--- config.mk ---
export PLATFORM = sky130hd
export DESIGN_NAME = ps2_kbd_tx
export DESIGN_NICKNAME = d
export VERILOG_FILES = /design/src/rtl/ps2_kbd_tx.sv
export SDC_FILE = /design/constraint.sdc
export NUM_CORES = 1
export LEC_CHECK = 0
export CAP_MARGIN = 30
export CORE_MARGIN = 2
export CORE_UTILIZATION = 40
export CTS_CLUSTER_DIAMETER = 80
export DETAILED_ROUTE_END_ITERATION = 6
export PLACE_DENSITY = 0.68
export SETUP_SLACK_MARGIN = 0.2
export SKIP_CTS_REPAIR_TIMING = 1
export SLEW_MARGIN = 20
export SYNTH_ARGS = -nofsm -noshare
export SYNTH_HDL_FRONTEND = slang
export SYNTH_SLANG_ARGS = --single-unit
--- constraint.sdc ---
create_clock -name clk -period 2.6 [get_ports clk]
set_clock_uncertainty 0.2 [all_clocks]
set_input_delay 0.78 -clock clk [delete_from_list [all_inputs] [get_ports clk]]
set_output_delay 0.78 -clock clk [all_outputs]
set_load 0.01 [all_outputs]
--- src/rtl/ps2_kbd_tx.sv ---
// Device-side PS/2 keyboard transmitter: queues {brk, code} entries and serialises
// them as 11-bit PS/2 frames, prefixing break entries with an F0 frame.
module ps2_kbd_tx #(
  parameter int HALF  = 4,
  parameter int GAP   = 8,
  parameter int DEPTH = 4
) (
  input  logic       clk,
  input  logic       reset,
  input  logic       in_valid,
  input  logic       in_brk,
  input  logic [7:0] in_code,
  output logic       in_ready,
  output logic       ps2_clk,
  output logic       ps2_data,
  output logic       busy,
  output logic       frame_done,
  output logic [1:0] dbg_state
);

  // Handshake: an entry transfers on a rising clk edge where in_valid && in_ready;
  // in_ready is registered and low only while the FIFO is full.

  localparam int PW = $clog2(DEPTH);
  localparam int CW = 16;
  localparam logic [CW-1:0] HALF_LAST = CW'(HALF - 1);
  localparam logic [CW-1:0] GAP_LAST  = CW'(GAP - 1);
  localparam logic [CW-1:0] GAP_PRE   = CW'(GAP - 2);
  localparam logic [PW:0]   FULL_CNT  = DEPTH[PW:0];

  typedef enum logic [1:0] {
    S_IDLE   = 2'd0,
    S_BIT_HI = 2'd1,
    S_BIT_LO = 2'd2,
    S_GAP    = 2'd3
  } state_t;

  state_t        state_q;
  logic [CW-1:0] cnt_q;
  logic [3:0]    idx_q;
  logic [10:0]   frame_q;
  logic          pend_q;
  logic [7:0]    pend_code_q;
  logic          ps2_clk_q, ps2_data_q, busy_q, frame_done_q, in_ready_q;

  logic [8:0]    mem_q [DEPTH];
  logic [PW-1:0] wr_ptr_q, rd_ptr_q;
  logic [PW:0]   count_q, count_d;
  logic          push, pop, end_frame;
  logic [8:0]    head;

  function automatic logic [10:0] mk_frame(input logic [7:0] b);
    return {1'b1, ~^b, b, 1'b0};
  endfunction

  assign head = mem_q[rd_ptr_q];

  always_comb begin
    push    = in_valid && in_ready_q;
    pop     = (state_q == S_IDLE) && (count_q != '0);
    count_d = count_q;
    if (push && !pop) begin
      count_d = count_q + 1'b1;
    end else if (!push && pop) begin
      count_d = count_q - 1'b1;
    end
  end

  // With GAP == 0 the frame ends directly on the last low half of the stop bit.
  always_comb begin
    end_frame = 1'b0;
    if (state_q == S_GAP && cnt_q == GAP_LAST) begin
      end_frame = 1'b1;
    end else if (GAP == 0 && state_q == S_BIT_LO && idx_q == 4'd10 && cnt_q == HALF_LAST) begin
      end_frame = 1'b1;
    end
  end

  always_ff @(posedge clk) begin
    if (push) begin
      mem_q[wr_ptr_q] <= {in_brk, in_code};
    end
  end

  always_ff @(posedge clk or posedge reset) begin
    if (reset) begin
      wr_ptr_q   <= '0;
      rd_ptr_q   <= '0;
      count_q    <= '0;
      in_ready_q <= 1'b1;
    end else begin
      if (push) wr_ptr_q <= wr_ptr_q + 1'b1;
      if (pop)  rd_ptr_q <= rd_ptr_q + 1'b1;
      count_q    <= count_d;
      in_ready_q <= (count_d != FULL_CNT);
    end
  end

  always_ff @(posedge clk or posedge reset) begin
    if (reset) begin
      state_q      <= S_IDLE;
      cnt_q        <= '0;
      idx_q        <= '0;
      frame_q      <= '1;
      pend_q       <= 1'b0;
      pend_code_q  <= '0;
      ps2_clk_q    <= 1'b1;
      ps2_data_q   <= 1'b1;
      busy_q       <= 1'b0;
      frame_done_q <= 1'b0;
    end else begin
      frame_done_q <= 1'b0;
      busy_q       <= (state_q != S_IDLE) || (count_d != '0);
      if (end_frame) begin
        cnt_q        <= '0;
        idx_q        <= '0;
        ps2_clk_q    <= 1'b1;
        frame_done_q <= (GAP == 0);
        if (pend_q) begin
          frame_q    <= mk_frame(pend_code_q);
          pend_q     <= 1'b0;
          ps2_data_q <= 1'b0;
          state_q    <= S_BIT_HI;
        end else begin
          ps2_data_q <= 1'b1;
          state_q    <= S_IDLE;
          busy_q     <= (count_d != '0);
        end
      end else begin
        unique case (state_q)
          S_IDLE: begin
            if (pop) begin
              frame_q     <= mk_frame(head[8] ? 8'hF0 : head[7:0]);
              pend_q      <= head[8];
              pend_code_q <= head[7:0];
              idx_q       <= '0;
              cnt_q       <= '0;
              ps2_clk_q   <= 1'b1;
              ps2_data_q  <= 1'b0;
              busy_q      <= 1'b1;
              state_q     <= S_BIT_HI;
            end
          end
          S_BIT_HI: begin
            if (cnt_q == HALF_LAST) begin
              cnt_q     <= '0;
              ps2_clk_q <= 1'b0;
              state_q   <= S_BIT_LO;
            end else begin
              cnt_q <= cnt_q + 1'b1;
            end
          end
          S_BIT_LO: begin
            if (cnt_q == HALF_LAST) begin
              cnt_q     <= '0;
              ps2_clk_q <= 1'b1;
              if (idx_q == 4'd10) begin
                ps2_data_q   <= 1'b1;
                frame_done_q <= (GAP == 1);
                state_q      <= S_GAP;
              end else begin
                idx_q      <= idx_q + 4'd1;
                ps2_data_q <= frame_q[idx_q + 4'd1];
                state_q    <= S_BIT_HI;
              end
            end else begin
              cnt_q <= cnt_q + 1'b1;
            end
          end
          S_GAP: begin
            cnt_q        <= cnt_q + 1'b1;
            frame_done_q <= (cnt_q == GAP_PRE);
          end
          default: state_q <= S_IDLE;
        endcase
      end
    end
  end

  assign in_ready   = in_ready_q;
  assign ps2_clk    = ps2_clk_q;
  assign ps2_data   = ps2_data_q;
  assign busy       = busy_q;
  assign frame_done = frame_done_q;
  assign dbg_state  = state_q;

endmodule
Word level (Yosys, flattened, before mapping)
Memory sizes are Yosys's and may differ from the RTL's.
Cells that the tools add are included.
W data, S select, Z words.
- bits in registers: 54
- bits in writable memories: 36
- bits of input ports: 12
- output and inout port bits: 7
- logic and storage cells: 109
- memories kept: 1
- memory list (memory ; depth ; bits a word ; read ports ; clocked after Yosys merged registers in ; wr ports ; line ; source):
    mem_q ; 4 ; 9 ; 1 ; 0 ; 1 ; 46 ; logic [8:0] mem_q [DEPTH];
- $add $sub $neg: 6
- magnitude comparators: 1
- eq/ne operators: 13
- muxes and demuxes: 48
- bitwise logic cells: 1
- reductions and logical operators: 25
- operators by type and width (cell ; number):
    $mux W16 ; 3
    $pmux W16 S3 ; 1
    $mux W11 ; 4
    $eq A16 B3 Y1 const B ; 2
    $mux W1 ; 23
    $add A16 B1 Y16 const B ; 1
    $eq A16 B2 Y1 const B ; 1
    $mux W4 ; 4
    $reduce_xnor A8 Y1 ; 2
    $ne A3 B3 Y1 const B ; 5
    $mux W2 ; 5
    $reduce_and A3 Y1 ; 3
    $reduce_bool A3 Y1 ; 3
    $mux W8 ; 1
    $pmux W4 S2 ; 1
    $reduce_and A4 Y1 ; 2
    $mux W3 ; 2
    $pmux W2 S3 ; 1
    $reduce_bool A2 Y1 ; 3
    $logic_and A1 B1 Y1 ; 5
    $lt A4 B5 Y1 const B ; 1
    $add A2 B1 Y2 const B ; 2
    $add A4 B1 Y4 const B ; 1
    $bmux W1 S4 ; 1
    other kinds (15) ; 17

Depth between registers and ports, before layout
- depth in word-level cells: 10
- depth in mapped cells: 10
- mapped depth without buffers: 9

Worst setup path before layout
Ideal clock, no wire load.
- path kind: register to register
- start: reg idx_q[0]
- end: reg idx_q[1]
- library setup time: 132 ps
- data arrival time: 1876 ps
- required time: 2268 ps
- slack: 392 ps
- cell stages (with the launch flop): 11
- cells stage by stage: dfrtp_1 -> clkbuf_1 -> inv_1 -> ha_1 -> nand2_1 -> nor2_1 -> or4_1 -> buf_2 -> a21o_1 -> a21oi_1 -> nor2_1
- word-level cells in the longest chain between the ends: 5
- elaborated cells between the ends (all ways): 8
- ends and longest elaborated chain (element ; line ; source):
    start: declaration ; 40 ; logic [3:0] idx_q;
    start signal: assignment ; 162 ; idx_q <= idx_q + 4'd1;
    $add A4 B1 Y4 ; 162 ;
    $mux W4 ; 157 ; if (idx_q == 4'd10) begin
    $mux W4 ; 154 ; if (cnt_q == HALF_LAST) begin
    $pmux W4 S2 ; 130 ; unique case (state_q)
    $mux W4 ; 114 ; if (end_frame) begin
Several ways; a longest one is shown, not always the timed one. The select of a mux whose other input is x is not followed.
A chain may end at the register's enable or synchronous reset.

Worst setup path in the final report
- start: reg cnt_q[14]
- end: reg cnt_q[2]
- word-level cells in the longest chain between the ends: 4
- elaborated cells between the ends (all ways): 8
- ends and longest elaborated chain (element ; line ; source):
    start: declaration ; 39 ; logic [CW-1:0] cnt_q;
    start signal: assignment ; 150 ; cnt_q <= cnt_q + 1'b1;
    start signal: assignment ; 167 ; cnt_q <= cnt_q + 1'b1;
    start signal: assignment ; 171 ; cnt_q <= cnt_q + 1'b1;
    $eq A16 B2 Y1 or $eq A16 B3 Y1 (tied branches) ; 145, 154, 72 ;
    $mux W16 or $logic_and A1 B1 Y1 (tied branches) ; 145, 154, 72 ;
    $pmux W16 S3 or $mux W1 (tied branches) ; 130, 72 ;
    $mux W16 or $ne A3 B3 Y1 (tied branches) ; - ;
Several ways; a longest one is shown, not always the timed one.

==> results by group <==
Status
  – Status: finished clean

Logic synthesis
  – Unique cell type count in the Yosys netlist: 47
  – Synth Flop Type: dfrtp_1
  – Synth area leaders: edfxtp_1 (24%), dfrtp_1 (23%), dfstp_2 (7.7%), mux4_2 (5.6%), xnor2_1 (4.4%)
  – Synthesized area: 4410 um^2
  – Post-Syn Area per Cell: 11.7 um^2
  – Post-Syn Nets: 403
  – Largest area contributor in the synthesized netlist: edfxtp_1
  – Synth warnings: 0
  – Post-synth EDFFs: 36
  – FF+latch count, synth: 89
  – Part of the Yosys area used for sequential elements: 0.549
  – Async set or reset register ratio after synthesis: 0.596
  – Post-synth top area share: 0.245
  – Syn Inst Count: 376

Clocking
  – CTS tree: done
  – Clk pin slew, worst setup/hold paths: 90 ps
  – Latest clock arrival within the worst-skew pair: 350 ps
  – Clk sink count: 89
  – Root Buffer: clkbuf_8
  – Num CTS Buffers: 9
  – Htree depth: 3
  – Clock Path Buffers: 2

Timing
  – RSZ-0062 raised after global routing: yes
  – Period minus WS final: 2440 ps
  – Sum of negative setup slack: 0 ps
  – Max frequency: 0.411 GHz
  – Final Hold Vio Count: 0
  – Slew @ Worst Pin: 482 ps
  – Crit share post-route: 0.937
  – Final worst slack: 164 ps
  – Slew Limit Fails: 0
  – Hold slack: 282 ps
  – Worst rel slew slack: 0.675
  – Final setup viols: 0

Floorplanning
  – Floorplan row count: 38
  – Die area: 11900 um^2
  – Initial Util: 0.409
  – Die H: 109 um
  – Die W: 109 um
  – Core Box Area: 10800 um^2
  – Top Ports: 19

Run
  – Max Cap Viol: 0

Finish
  – Post-route cell area: 5140 um^2
  – Area Growth Syn to Fin: 16.4%
  – NumNets Final: 438
  – # diodes: 0
  – Post-layout util: 0.476
  – Layout fillers: 954
  – Layout cells sized above 1: 0.207

Placed design
  – Post-DP Area: 4830 um^2
  – Gp weighted congestion: 0.797
  – Setup WS pre-CTS: 140 ps
  – Buffers on Ports: 18
  – Hpwl dp: 5.63 mm

Global routing
  – M3 GR Usage: 0.0311
  – GR peak layer: met2
  – Initial antenna violation count: 0
  – Met2 usage: 0.238
  – Vias in the first global route: 2796
  – First-pass GRT wire length: 13.4 mm
  – M1 GR Usage: 0.191
  – GRT Residual Overflow: 0
  – GRT Total Usage: 0.146
  – Pin count of the biggest net entering global routing: 54

Route
  – Starting DRT DRC Count: 138
  – Vias per cell: 5.13
  – First drt pass iteration count: 5
  – Routed WL: 8.21 mm
  – Vias: 2851
  – DRC Markers: 0
  – Wirelength per Cell: 14.8 um
  – Antenna-violating nets left: 0

Setup path
  – CP endpoint kind: register
  – Worst setup path start: cnt_q[14]$_DFFE_PP0N_
  – Crit start category: register
  – Kind of critical path: reg -> reg
  – Crit path required time: 2630 ps
  – Origin of the critical flop-to-flop path: cnt_q[14]$_DFFE_PP0N_
  – WP data arrival: 2470 ps
  – CP Max Fanout: 14

Power and ir drop
  – Int Power: 0.00223 W
  – Worst vdd ir: 347 uV
  – Pleak: 2.07 nW
  – Switch share: 0.278
  – Comb pwr share: 0.164
  – P_sw: 0.000858 W
  – Clk pwr share: 0.288
  – Flop pwr share: 0.547
  – Power per standard cell area: 601 nW/um^2

Worst hold path
  – Min-delay src: frame_q[2]$_DFFE_PP1P_
  – Worst min path class: reg -> reg
## through the flow
step | total power (W) | instances
2_1_floorplan | 0.00206 | 376
3_3_place_gp | 0.00221 | 533
3_5_place_dp | 0.00224 | 533
4_1_cts | 0.00313 | 549
5_1_grt | 0.00326 | 556
6_report | 0.00309 | 556
## synthesized netlist by cell type, types with 2 or more instances
| library cell | number |
|---|---|
| o211ai_1 | 6 |
| mux2i_1 | 2 |
| nand4_1 | 5 |
| nor3_1 | 6 |
| xor2_1 | 11 |
| nor3b_1 | 5 |
| a21oi_1 | 19 |
| buf_2 | 4 |
| clkbuf_1 | 10 |
| a22oi_1 | 3 |
| and2_1 | 2 |
| inv_1 | 18 |
| mux4_2 | 11 |
| dfrtp_1 | 40 |
| and4_1 | 2 |
| nand2_1 | 28 |
| nand4b_1 | 2 |
| edfxtp_1 | 36 |
| xnor2_1 | 22 |
| o21a_1 | 2 |
| a21o_1 | 4 |
| o2111ai_1 | 2 |
| nand3_1 | 5 |
| dfstp_2 | 13 |
| mux2_2 | 9 |
| a31oi_1 | 2 |
| or3_1 | 4 |
| and3_1 | 11 |
| ha_1 | 15 |
| o21ai_0 | 23 |
| nor2_1 | 38 |
## power groups by stage
stage / combinational [W] / sequential, W / clock [W]
3_5_place_dp: 0.000519 / 0.00172 / 0
3_3_place_gp: 0.000500 / 0.00171 / 0
5_1_grt: 0.000577 / 0.00171 / 0.000979
2_1_floorplan: 0.000359 / 0.00170 / 0
6_report: 0.000507 / 0.00169 / 0.000890
4_1_cts: 0.000520 / 0.00169 / 0.000922
## sequential cells by signal, summed over array words and instances, names as in the netlist, 2 cells and up
register	cells
rd_ptr_q	2
wr_ptr_q	2
mem_q	36
idx_q	4
dbg_state	2
cnt_q	16
count_q	3
frame_q	10
pend_code_q	8
## worst paths after layout
path / cells past startpoint / endpoint / slack, ps
min in group asynchronous: 3 / count_q[1]$_DFF_PP0_ / 570
worst max register to register: 7 / cnt_q[2]$_DFFE_PP0N_ / 160
worst max-delay path: 7 / cnt_q[2]$_DFFE_PP0N_ / 160
worst min register to register: 2 / frame_q[2]$_DFFE_PP1P_ / 280
max in group asynchronous: 3 / ps2_clk$_DFFE_PP1P_ / 1320
worst min-delay path: 2 / frame_q[2]$_DFFE_PP1P_ / 280
## cell type report
cell class                      instances  area [um^2]  area share
Multi-Input combinational cell        252         1880       0.366
Clock buffer                            9          124      0.0241
Clock inverter                          7         63.8      0.0124
Tap cell                              140          175      0.0341
Inverter                               18         67.6      0.0131
Sequential cell                        89         2430       0.472
Timing Repair Buffer                   41          398      0.0774
## critical path: stages, from the launching register on
cell and delay [ps]:
dfrtp_1 440, nor4_4 340, nand4_1 240, or3_4 450
a21o_1 220, o211ai_4 210, buf_12 160, nor3_1 60
## layer usage
metal | vias up | share of wire
li1 | 1409 | -
met3 | 9 | 0.041
met4 | 0 | 0.011
met5 | - | 0
met2 | 57 | 0.49
met1 | 1376 | 0.46
## kinds of logic after synthesis
group / after synthesis / synth area share
AOI/OAI and AO/OA: 65 / 0.0896
xor gates and xnor gates: 33 / 0.0655
adders and majority gates: 15 / 0.0425
buffers and inverters: 35 / 0.0335
DFF: 89 / 0.549
muxes: 22 / 0.0836
and+or+nand+nor: 117 / 0.136
## cell usage in the layout, fill, tap and decap left out, types with 4 or more instances in the layout
| cell | synthesis | final |
|---|---|---|
| nor3_1 | 6 | 6 |
| xor2_1 | 11 | 11 |
| nand2_1 | 28 | 28 |
| mux2_2 | 9 | 9 |
| o211ai_1 | 6 | 6 |
| dfstp_2 | 13 | 13 |
| edfxtp_1 | 36 | 36 |
| dfrtp_1 | 40 | 37 |
| nand4_1 | 5 | 5 |
| o21ai_0 | 23 | 22 |
| inv_1 | 18 | 17 |
| nand3_1 | 5 | 5 |
| clkbuf_8 | 0 | 9 |
| a21o_1 | 4 | 4 |
| mux4_2 | 11 | 11 |
| and3_1 | 11 | 11 |
| nor2_1 | 38 | 37 |
| a21oi_1 | 19 | 18 |
| nor3b_1 | 5 | 5 |
| ha_1 | 15 | 13 |
| xnor2_1 | 22 | 22 |
| or3_1 | 4 | 4 |
| buf_4 | 1 | 20 |
| clkdlybuf4s50_1 | 0 | 15 |
No activity file was read; power rests on OpenSTA's default activity.
